$ cat config.mk
export PLATFORM = sky130hd
export DESIGN_NAME = lfsr_gen_flat
export DESIGN_NICKNAME = d
export VERILOG_FILES = /design/src/rtl/lfsr_gen_if.sv /design/src/rtl/lfsr_gen.sv /design/src/flat_wrapper.sv
export SDC_FILE = /design/constraint.sdc
export NUM_CORES = 1
export LEC_CHECK = 0
export ABC_AREA = 1
export CORE_ASPECT_RATIO = 1.25
export CORE_MARGIN = 5
export CORE_UTILIZATION = 40
export CTS_BUF_LIST = sky130_fd_sc_hd__clkbuf_8 sky130_fd_sc_hd__clkbuf_16
export DETAILED_ROUTE_END_ITERATION = 8
export PLACE_DENSITY_LB_ADDON = 0.08
export SLEW_MARGIN = 20
export SYNTH_ARGS = -nofsm -noshare
export SYNTH_HDL_FRONTEND = slang
export SYNTH_SLANG_ARGS = --single-unit
$ cat constraint.sdc
create_clock -name clk_i -period 1.2 [get_ports clk_i]
set_input_delay 0.36 -clock clk_i [delete_from_list [all_inputs] [get_ports clk_i]]
set_output_delay 0.36 -clock clk_i [all_outputs]
set_load 0.02 [all_outputs]
$ cat src/rtl/lfsr_gen_if.sv
// Stream/control bundle for lfsr_gen: seed load, run enable and the Q valid/ready output.
interface lfsr_gen_if #(
    parameter int N = 32
);
    logic         init;
    logic [N-1:0] seed;
    logic         go;
    logic         q_ready;
    logic [N-1:0] q;
    logic         q_valid;
    logic         zero_seed;

    modport master (
        input  init, seed, go, q_ready,
        output q, q_valid, zero_seed
    );

    modport slave (
        output init, seed, go, q_ready,
        input  q, q_valid, zero_seed
    );
endinterface

$ cat src/rtl/lfsr_gen.sv
// Parametrised Fibonacci LFSR with valid/ready output and zero-seed guard.
// Define LFSR_PERIOD_CNT_EN to add the count_o/wrap_o period-tracking ports.
module lfsr_gen #(
    parameter int          N       = 32,
    parameter logic [63:0] TAPS    = 64'h0040_0007,
    parameter int          STEP    = 1,
    parameter logic [63:0] RST_VAL = 64'h1
) (
    input  logic          clk_i,
    input  logic          rst_i,
    lfsr_gen_if.master    bus
`ifdef LFSR_PERIOD_CNT_EN
    ,
    output logic [N-1:0]  count_o,
    output logic          wrap_o
`endif
);
    localparam logic [N-1:0] TAPS_N = TAPS[N-1:0];
    localparam logic [N-1:0] RST_N  = RST_VAL[N-1:0];

    typedef enum logic {IDLE, RUN} state_e;

    state_e       state_q, state_d;
    logic [N-1:0] q_q, q_d;
    logic         zero_q, zero_d;
    logic [N-1:0] adv;
    logic         fire;
    logic [N-1:0] load_val;

    // STEP single shifts, unrolled into one combinational advance.
    function automatic logic [N-1:0] lfsr_advance(input logic [N-1:0] s);
        logic [N-1:0] v;
        v = s;
        for (int i = 0; i < STEP; i++) begin
            v = {^(v & TAPS_N), v[N-1:1]};
        end
        return v;
    endfunction

    assign adv      = lfsr_advance(q_q);
    assign fire     = (state_q == RUN) && bus.q_ready;
    assign load_val = (bus.seed == '0) ? RST_N : bus.seed;

    always_comb begin
        state_d = state_q;
        q_d     = q_q;
        zero_d  = 1'b0;
        if (bus.init) begin
            state_d = IDLE;
            q_d     = load_val;
            zero_d  = (bus.seed == '0);
        end else begin
            case (state_q)
                IDLE:    if (bus.go)  state_d = RUN;
                RUN:     if (!bus.go) state_d = IDLE;
                default: state_d = IDLE;
            endcase
            if (fire) q_d = adv;
        end
    end

    always_ff @(posedge clk_i) begin
        if (rst_i) begin
            state_q <= IDLE;
            q_q     <= RST_N;
            zero_q  <= 1'b0;
        end else begin
            state_q <= state_d;
            q_q     <= q_d;
            zero_q  <= zero_d;
        end
    end

    assign bus.q         = q_q;
    assign bus.q_valid   = (state_q == RUN);
    assign bus.zero_seed = zero_q;

`ifdef LFSR_PERIOD_CNT_EN
    logic [N-1:0] count_q, count_d;
    logic [N-1:0] last_q, last_d;
    logic         wrap_q, wrap_d;

    // Period boundary: the advanced state returns to whatever was last loaded.
    always_comb begin
        count_d = count_q;
        last_d  = last_q;
        wrap_d  = 1'b0;
        if (bus.init) begin
            count_d = '0;
            last_d  = load_val;
        end else if (fire) begin
            if (adv == last_q) begin
                count_d = '0;
                wrap_d  = 1'b1;
            end else begin
                count_d = count_q + 1'b1;
            end
        end
    end

    always_ff @(posedge clk_i) begin
        if (rst_i) begin
            count_q <= '0;
            last_q  <= RST_N;
            wrap_q  <= 1'b0;
        end else begin
            count_q <= count_d;
            last_q  <= last_d;
            wrap_q  <= wrap_d;
        end
    end

    assign count_o = count_q;
    assign wrap_o  = wrap_q;
`endif
endmodule

$ cat src/flat_wrapper.sv
// flat-port wrapper written by rule: the top's interface ports become plain ports
module lfsr_gen_flat 
#(
    parameter int          N       = 32,
    parameter logic [63:0] TAPS    = 64'h0040_0007,
    parameter int          STEP    = 1,
    parameter logic [63:0] RST_VAL = 64'h1
)
  (clk_i, rst_i, bus_init, bus_seed, bus_go, bus_q_ready, bus_q, bus_q_valid, bus_zero_seed);
  lfsr_gen_if #(.N(N)) bus_i ();
  input  logic clk_i;
  input  logic rst_i;
  input wire logic [$bits(bus_i.init)-1:0] bus_init;
  input wire logic [$bits(bus_i.seed)-1:0] bus_seed;
  input wire logic [$bits(bus_i.go)-1:0] bus_go;
  input wire logic [$bits(bus_i.q_ready)-1:0] bus_q_ready;
  output wire logic [$bits(bus_i.q)-1:0] bus_q;
  output wire logic [$bits(bus_i.q_valid)-1:0] bus_q_valid;
  output wire logic [$bits(bus_i.zero_seed)-1:0] bus_zero_seed;
  assign bus_i.init = bus_init;
  assign bus_i.seed = bus_seed;
  assign bus_i.go = bus_go;
  assign bus_i.q_ready = bus_q_ready;
  assign bus_q = bus_i.q;
  assign bus_q_valid = bus_i.q_valid;
  assign bus_zero_seed = bus_i.zero_seed;
  lfsr_gen #(.N(N), .TAPS(TAPS), .STEP(STEP), .RST_VAL(RST_VAL)) u_core (.clk_i(clk_i), .rst_i(rst_i), .bus(bus_i));
endmodule
==> results_dict.tcl <==
set metrics [dict create \
    synthTopCellsByArea "dfxtp_1 36%, a21oi_2 13%, o21ai_2 13%" \
    synth_mux_area_share_pct 0 \
    syn_avg_cell_area_um2 8.25 \
    num_rows 28 \
    synth.most_common_cell "nand2_1" \
    min_from "bus_seed[30]" \
    synthAdderAreaFrac_pct 0 \
    min_path_type "input port to flop" \
    synth.top_cell.area_share_pct 35.9 \
    skew_ps 5.07 \
    netSwitchingPower_w 0.000915 \
    drt_iter0_drc 61 \
    clock_sinks 34 \
    grt_max_degree 23 \
    yosysTopAreaCell "dfxtp_1" \
    synthTopCellsByCount "50 x nand2_1, 34 x dfxtp_1, 29 x a21oi_2, 29 x o21ai_2, 25 x o21ai_0" \
    cts_buffers 5 \
    grt_first_pass_wirelength_mm 8.85 \
    cp-start-kind "input port" \
    post-route-period-util_pct 99.0 \
    tns_ps 0 \
    synth_edf_count 0 \
    die_area_um2 6230 \
    antenna_found_initial 0 \
    critPathKind "input port to flop" \
    critPathMaxStageDelay_ps 420 \
    synthFlopType "dfxtp_1" \
    p_sw_share_pct 29.1 \
    path_clk_slew_ps 70 \
    drt-vias-per-instance 4.76 \
    io_buffers 70 \
    routabilityCongestion 0.784 \
    ir_drop_uv 522 \
    syn_inst 230 \
    rsz0062_at_grt "yes" \
    seq_area_frac_synth_pct 35.9 \
    leakage_nw 1.39 \
    dpl.hpwl_mm 3.93 \
    grt_pass1_vias 2041 \
    whs_ps 361 \
    synth_top_family_by_area "compound AO/OA/AOI/OAI gates" \
    final-instance-count-excl-fill 413 \
    combPwrFrac_pct 28.4 \
    required_ps 1430 \
    relSlewSlack_pct 79.5 \
    die_h_um 87.0 \
    arrival_ps 1420 \
    drtPass1Iterations 4 \
    synthArstFlopShare_pct 0 \
    cts_max_path_buffers 2 \
    outcome "finished clean" \
    ys_types 23 \
    setup_violations 0 \
    synthSimpleGateAreaFrac_pct 16.7 \
    seq_power_share_pct 39.7 \
    n_antenna_cell 0 \
    clk_latency_ps 280 \
    synth-compound-area-share_pct 36.3 \
    cts_setup_buffers 0 \
    track_usage_pct 17.6 \
    worstMarginPinSlew_ps 308 \
    critPathBufInv 1 \
    layout-drive-gt1-share_pct 50.1 \
    synth_fp_nets 267 \
    globalRouteOverflowTotal 0 \
    synthXorXnorAreaFrac_pct 1.38 \
    report.final.slew_viol_count 0 \
    ant_nets 0 \
    cts_tree "done" \
    crit_fanout 2 \
    p_clk_share_pct 31.9 \
    via_count 1964 \
    cp-end-kind "flop" \
    die_w_um 71.6 \
    power_density_nw_per_um2 1040 \
    clockRootBuffer "clkbuf_8" \
    path_common_cell "nand2_1" \
    syn2layout_area_growth_pct 59.1 \
    crit_chain "clkdlybuf4s50_1, nor2_1, nand2_1, nor2_2, nand2_2, o21ai_2, nand2_1, nand2_1" \
    ys_ff_latch 34 \
    path_delay_family "simple AND/OR/NAND/NOR gates" \
    r2r-start "u_core.bus.q_valid$_SDFF_PP0_" \
    start_util_pct 40.7 \
    dp_cells 405 \
    drc 0 \
    coreArea_um2 4660 \
    crit_path_top_delay_cell "clkdlybuf4s50_1" \
    yosysWarnings 0 \
    maxCapViolations 0 \
    syn_area_um2 1900 \
    internal-power_w 0.00223 \
    fmax_mhz 842 \
    hold_viol 0 \
    h-tree-depth 2 \
    crit_start "bus_seed[8]" \
    wirelength_mm 5.29 \
    boundaryPins 71 \
    fin_crit_ps 1190 \
    routedWlPerCell_um 12.8 \
    nets 389 \
]
## cell families (layout without fill, tap and decap cells)
logic type	Yosys count	in the layout
AOI/OAI and AO/OA	92	92
xor gates and xnor gates	3	3
DFF	34	34
buffers and inverters	24	147
and+or+nand+nor	77	77
## layout by cell type, fill, tap and decap left out
cell,instances
o21ai_0,12
nor3_1,1
nor2_1,18
nand2_2,2
a221oi_2,1
buf_2,30
dlymetal6s2s_1,6
clkdlybuf4s50_1,28
clkbuf_8,8
buf_12,3
inv_2,2
o21ai_2,30
xor2_1,1
a21oi_2,29
buf_4,60
nand2_8,1
buf_6,2
o21ai_1,20
xnor2_1,1
nand2_1,48
nor2_2,4
nand3_1,2
inv_8,1
dlygate4sd2_1,2
dfxtp_2,2
inv_1,5
nand2_4,1
dfxtp_1,32
xnor2_2,1
## final timing paths
kind | end | slack, ps | cells past startpoint
setup / recovery | u_core.bus.q[0]$_SDFFE_PP1P_ | 10 | 8
hold / removal | u_core.bus.q[30]$_SDFFE_PP0P_ | 360 | 3
setup reg to reg | u_core.bus.q[22]$_SDFFE_PP0P_ | 90 | 6
hold reg to reg | u_core.bus.q[26]$_SDFFE_PP0P_ | 540 | 2
## state kept, by name, summed over array words and instances, names as in the netlist
signal,count
u_core.bus.q_valid,1
u_core.bus.zero_seed,1
u_core.bus.q,32
## stage by stage
step	util [%]	worst slack, ps	cell area (um^2)	total power [W]
finish	64.8	12.1	3020	0.00314
global route	64.8	-49.9	3020	0.00330
CTS	63.8	4.46	2970	0.00317
detailed placement	64.8	-467	3020	0.00223
global placement	64.8	-449	3020	0.00222
floorplan	-	75.0	1900	0.00174
## routing by layer
layer / track usage [%] / routed length (um)
met1: 19.6 / 2130
met2: 32.7 / 2780
met5: 0 / 0
met4: 6.67 / 74
met3: 3.23 / 308
## worst min-delay path, delay by kind of cell
family          cells  cell delay (ps)
buf+inv             1              130
compound gates      1               50
simple gates        1               70
## repair_timing
action / 4_1_cts / 5_1_grt
hold buffers: 0 / 0
setup endpoints to repair: 67 / 9
resized for setup: 152 / 22
pin swaps: 1 / 11
## layout make-up
cell class | count | area, um^2
sequential | 34 | 683
clock buffer | 8 | 110
timing repair buffer | 131 | 1060
multi-input combinational | 172 | 1060
fill | 448 | 1640
inverter | 8 | 37.5
tap | 60 | 75.1
## power groups by stage
stage          clock [W]  combinational, W  sequential, W
2_1_floorplan          0          0.000353        0.00139
3_3_place_gp           0          0.000949        0.00127
3_5_place_dp           0          0.000953        0.00127
4_1_cts          0.00103          0.000896        0.00125
5_1_grt          0.00107          0.000972        0.00126
6_report         0.00100          0.000893        0.00125
No activity file was read; power rests on OpenSTA's default activity.
==> RTL change (same flow settings) <==
`N` is set to 32 in 3 places; all go to 16.
--- a/src/rtl/lfsr_gen_if.sv
+++ b/src/rtl/lfsr_gen_if.sv
@@ -2,3 +2,3 @@
 interface lfsr_gen_if #(
-    parameter int N = 32
+    parameter int N = 16
 );
--- a/src/rtl/lfsr_gen.sv
+++ b/src/rtl/lfsr_gen.sv
@@ -3,3 +3,3 @@
 module lfsr_gen #(
-    parameter int          N       = 32,
+    parameter int          N       = 16,
     parameter logic [63:0] TAPS    = 64'h0040_0007,
--- a/src/flat_wrapper.sv
+++ b/src/flat_wrapper.sv
@@ -3,3 +3,3 @@
 #(
-    parameter int          N       = 32,
+    parameter int          N       = 16,
     parameter logic [63:0] TAPS    = 64'h0040_0007,
Ports: changed (resized bus_q and bus_seed); port bits go from 71 to 39. The function was not compared with the original's and may differ.
==> RTL change against the original RTL <==
  * Routed wire length shrank 51%
  * Final area shrank 52%
  * Sequential cell count shrank 16
  * Worst setup slack gained 0.043 ns
  * Sequential power shrank 47%
  * Clock power shrank 51%
  * Clock skew shrank 0.0022 ns
  * Total power shrank 50%
  * Count of clock-buffer cells in the layout shrank 4
  * Area after synthesis shrank 54%
  * Combinational power shrank 54%
  * Global-route usage shrank 0.91 points
==> RTL change: results (changes against the original RTL) <==
| Metric | Value |
|---|---|
| Status | `finished, final reports clean` |
| Setup Fix Bufs, Post-CTS | `0 (unchanged)` |
| Crit-path leading delay family | `flip-flops` |
| First-pass GRT wire length | `4.31 mm (-51%)` |
| Starting DRT DRC Count | `32 (-48%)` |
| Leak Pwr | `0.697 nW (-50%)` |
| Largest net degree at the start of global routing | `16 (-30%)` |
| Post-Syn Instances | `121 (-47%)` |
| CTS buffer count | `3 (-2)` |
| Yosys warns | `0 (unchanged)` |
| Vias in the first global route | `1046 (-49%)` |
| Worst vdd ir | `799 uV (+53%)` |
| Non-filler instance count after layout | `215 (-48%)` |
| CP max stage cell | `dfxtp_1` |
| Crit-path max cell delay | `0.36 ns (-0.06 ns)` |
| Antenna fix cells | `0 (unchanged)` |
| Port bufs | `38 (-46%)` |
| Root buffer cell | `clkbuf_8` |
| Routed vias | `1056 (-46%)` |
| Hold crit path type | `in2reg` |
| Initial antenna violation count | `0 (unchanged)` |
| Layout cells sized above 1 | `0.332 (-0.170)` |
| Insertion delay to the later sink of the worst-skew pair | `0.25 ns (-0.03 ns)` |
| Critical path peak fanout | `2 (unchanged)` |
| Place WS | `-0.317 ns (+0.149 ns)` |
| First-pass DRT Iterations | `4 (unchanged)` |
| Worst clock skew | `0.00285 ns (-0.00221 ns)` |
| Most used DFF post-synth | `dfxtp_1` |
| Final GP Congestion | `0.806 (+2.8%)` |
| Synth cell types | `15 (-35%)` |
| Register area share after synthesis | `0.409 (+0.0499)` |
| Largest cells by area after synthesis | `dfxtp_1, nor2_1, nor3_2` |
| Nets | `206 (-47%)` |
| Fraction of registers with async set/reset | `0 (unchanged)` |
| WP data arrival | `0.78 ns (-0.64 ns)` |
| WL final | `2.58 mm (-51%)` |
| DP HPWL | `1.92 mm (-51%)` |
| GRT Util Overall | `0.167 (-0.00912)` |
| Max FFs per register | `16 (-50%)` |
| CTS clk-pin slew, worst paths | `0.07 ns (about the same)` |
| Worst slew margin | `0.882 (+0.0872)` |
| CTS H-Tree Depth | `1 (-1)` |
| Mapped Nets | `142 (-47%)` |
| Commonest cells post-synth | `nor2_1, dfxtp_1, nand2_1, o21ai_1, nor3_2` |
| CTS max path bufs | `2 (unchanged)` |
==> RTL change: changes by cell type after synthesis, sizes merged <==
cell	unedited run	this run
a21oi	29	3
nand2	52	11
a221oi	1	0
dfxtp	34	18
o21ai	62	17
xor2	1	0
nor3	1	13
xnor2	2	0
clkbuf	5	0
nor2	22	41
buf	11	4
nand3	2	6
==> RTL change: final timing paths <==
kind | start | to | slack, ns | cells after the start
setup / recovery | u_core.bus.q[15] | bus_q[15] | 0.06 | 1
hold / removal | bus_init | u_core.bus.q_valid | 0.59 | 3
setup reg to reg | u_core.bus.q_valid | u_core.bus.q[15] | 0.18 | 6
hold reg to reg | u_core.bus.q[13] | u_core.bus.q[12] | 0.60 | 3
==> RTL change: stage by stage <==
step	hold slack [ns]	power (mW)	instance area, um^2	utilization
after floorplan	0.432	0.866	882	-
after global placement	0.575	1.12	1460	0.676
after detailed placement	0.586	1.12	1460	0.676
after CTS	0.602	1.58	1470	0.678
after global routing	0.611	1.65	1440	0.667
final	0.593	1.57	1440	0.667
==> RTL change: layout make-up <==
type                       instances  area (um^2)
clock buffer                       4         55.1
fill                             199          721
inverter                           8         32.5
multi-input combinational         92          475
sequential                        18          360
tap                               31         38.8
timing repair buffer              62          480
==> RTL change: worst min-delay path: stages <==
cell and delay (ns):
dlygate4sd2_1 0.26, buf_4 0.15, nor2_1 0.04
==> RTL change: cells by family (layout without fill, tap and decap cells) <==
family,Yosys count,after routing,share of synthesized area
flops,18,18,0.409
simple gates,71,72,0.404
compound gates,20,20,0.113
buf+inv,12,74,0.0738
==> RTL change: report_power, final <==
part / total (mW) / leakage (nW) / internal (mW) / switching [mW]
Combinational: 0.415 / 0.518 / 0.204 / 0.211
Clock: 0.495 / 0.0288 / 0.291 / 0.204
Sequential: 0.660 / 0.149 / 0.640 / 0.0203
Total: 1.57 / 0.697 / 1.13 / 0.435
==> RTL change: timing repair <==
| item | in CTS | in global routing |
|---|---|---|
| pin swaps | 1 | 3 |
| gates cloned | 1 | 0 |
| resized for setup | 72 | 5 |
| endpoints found under the setup margin | 34 | 7 |
| hold endpoints to repair | 0 | 0 |
==> RTL change: metal layers <==
layer,track usage,wire [um],vias to the layer above,part of all wire
met5,0,0,-,0
met4,0.0525,0,0,0
met3,0.0430,206,0,0.080
met2,0.288,1320,41,0.51
met1,0.194,1050,493,0.41
li1,-,-,522,-
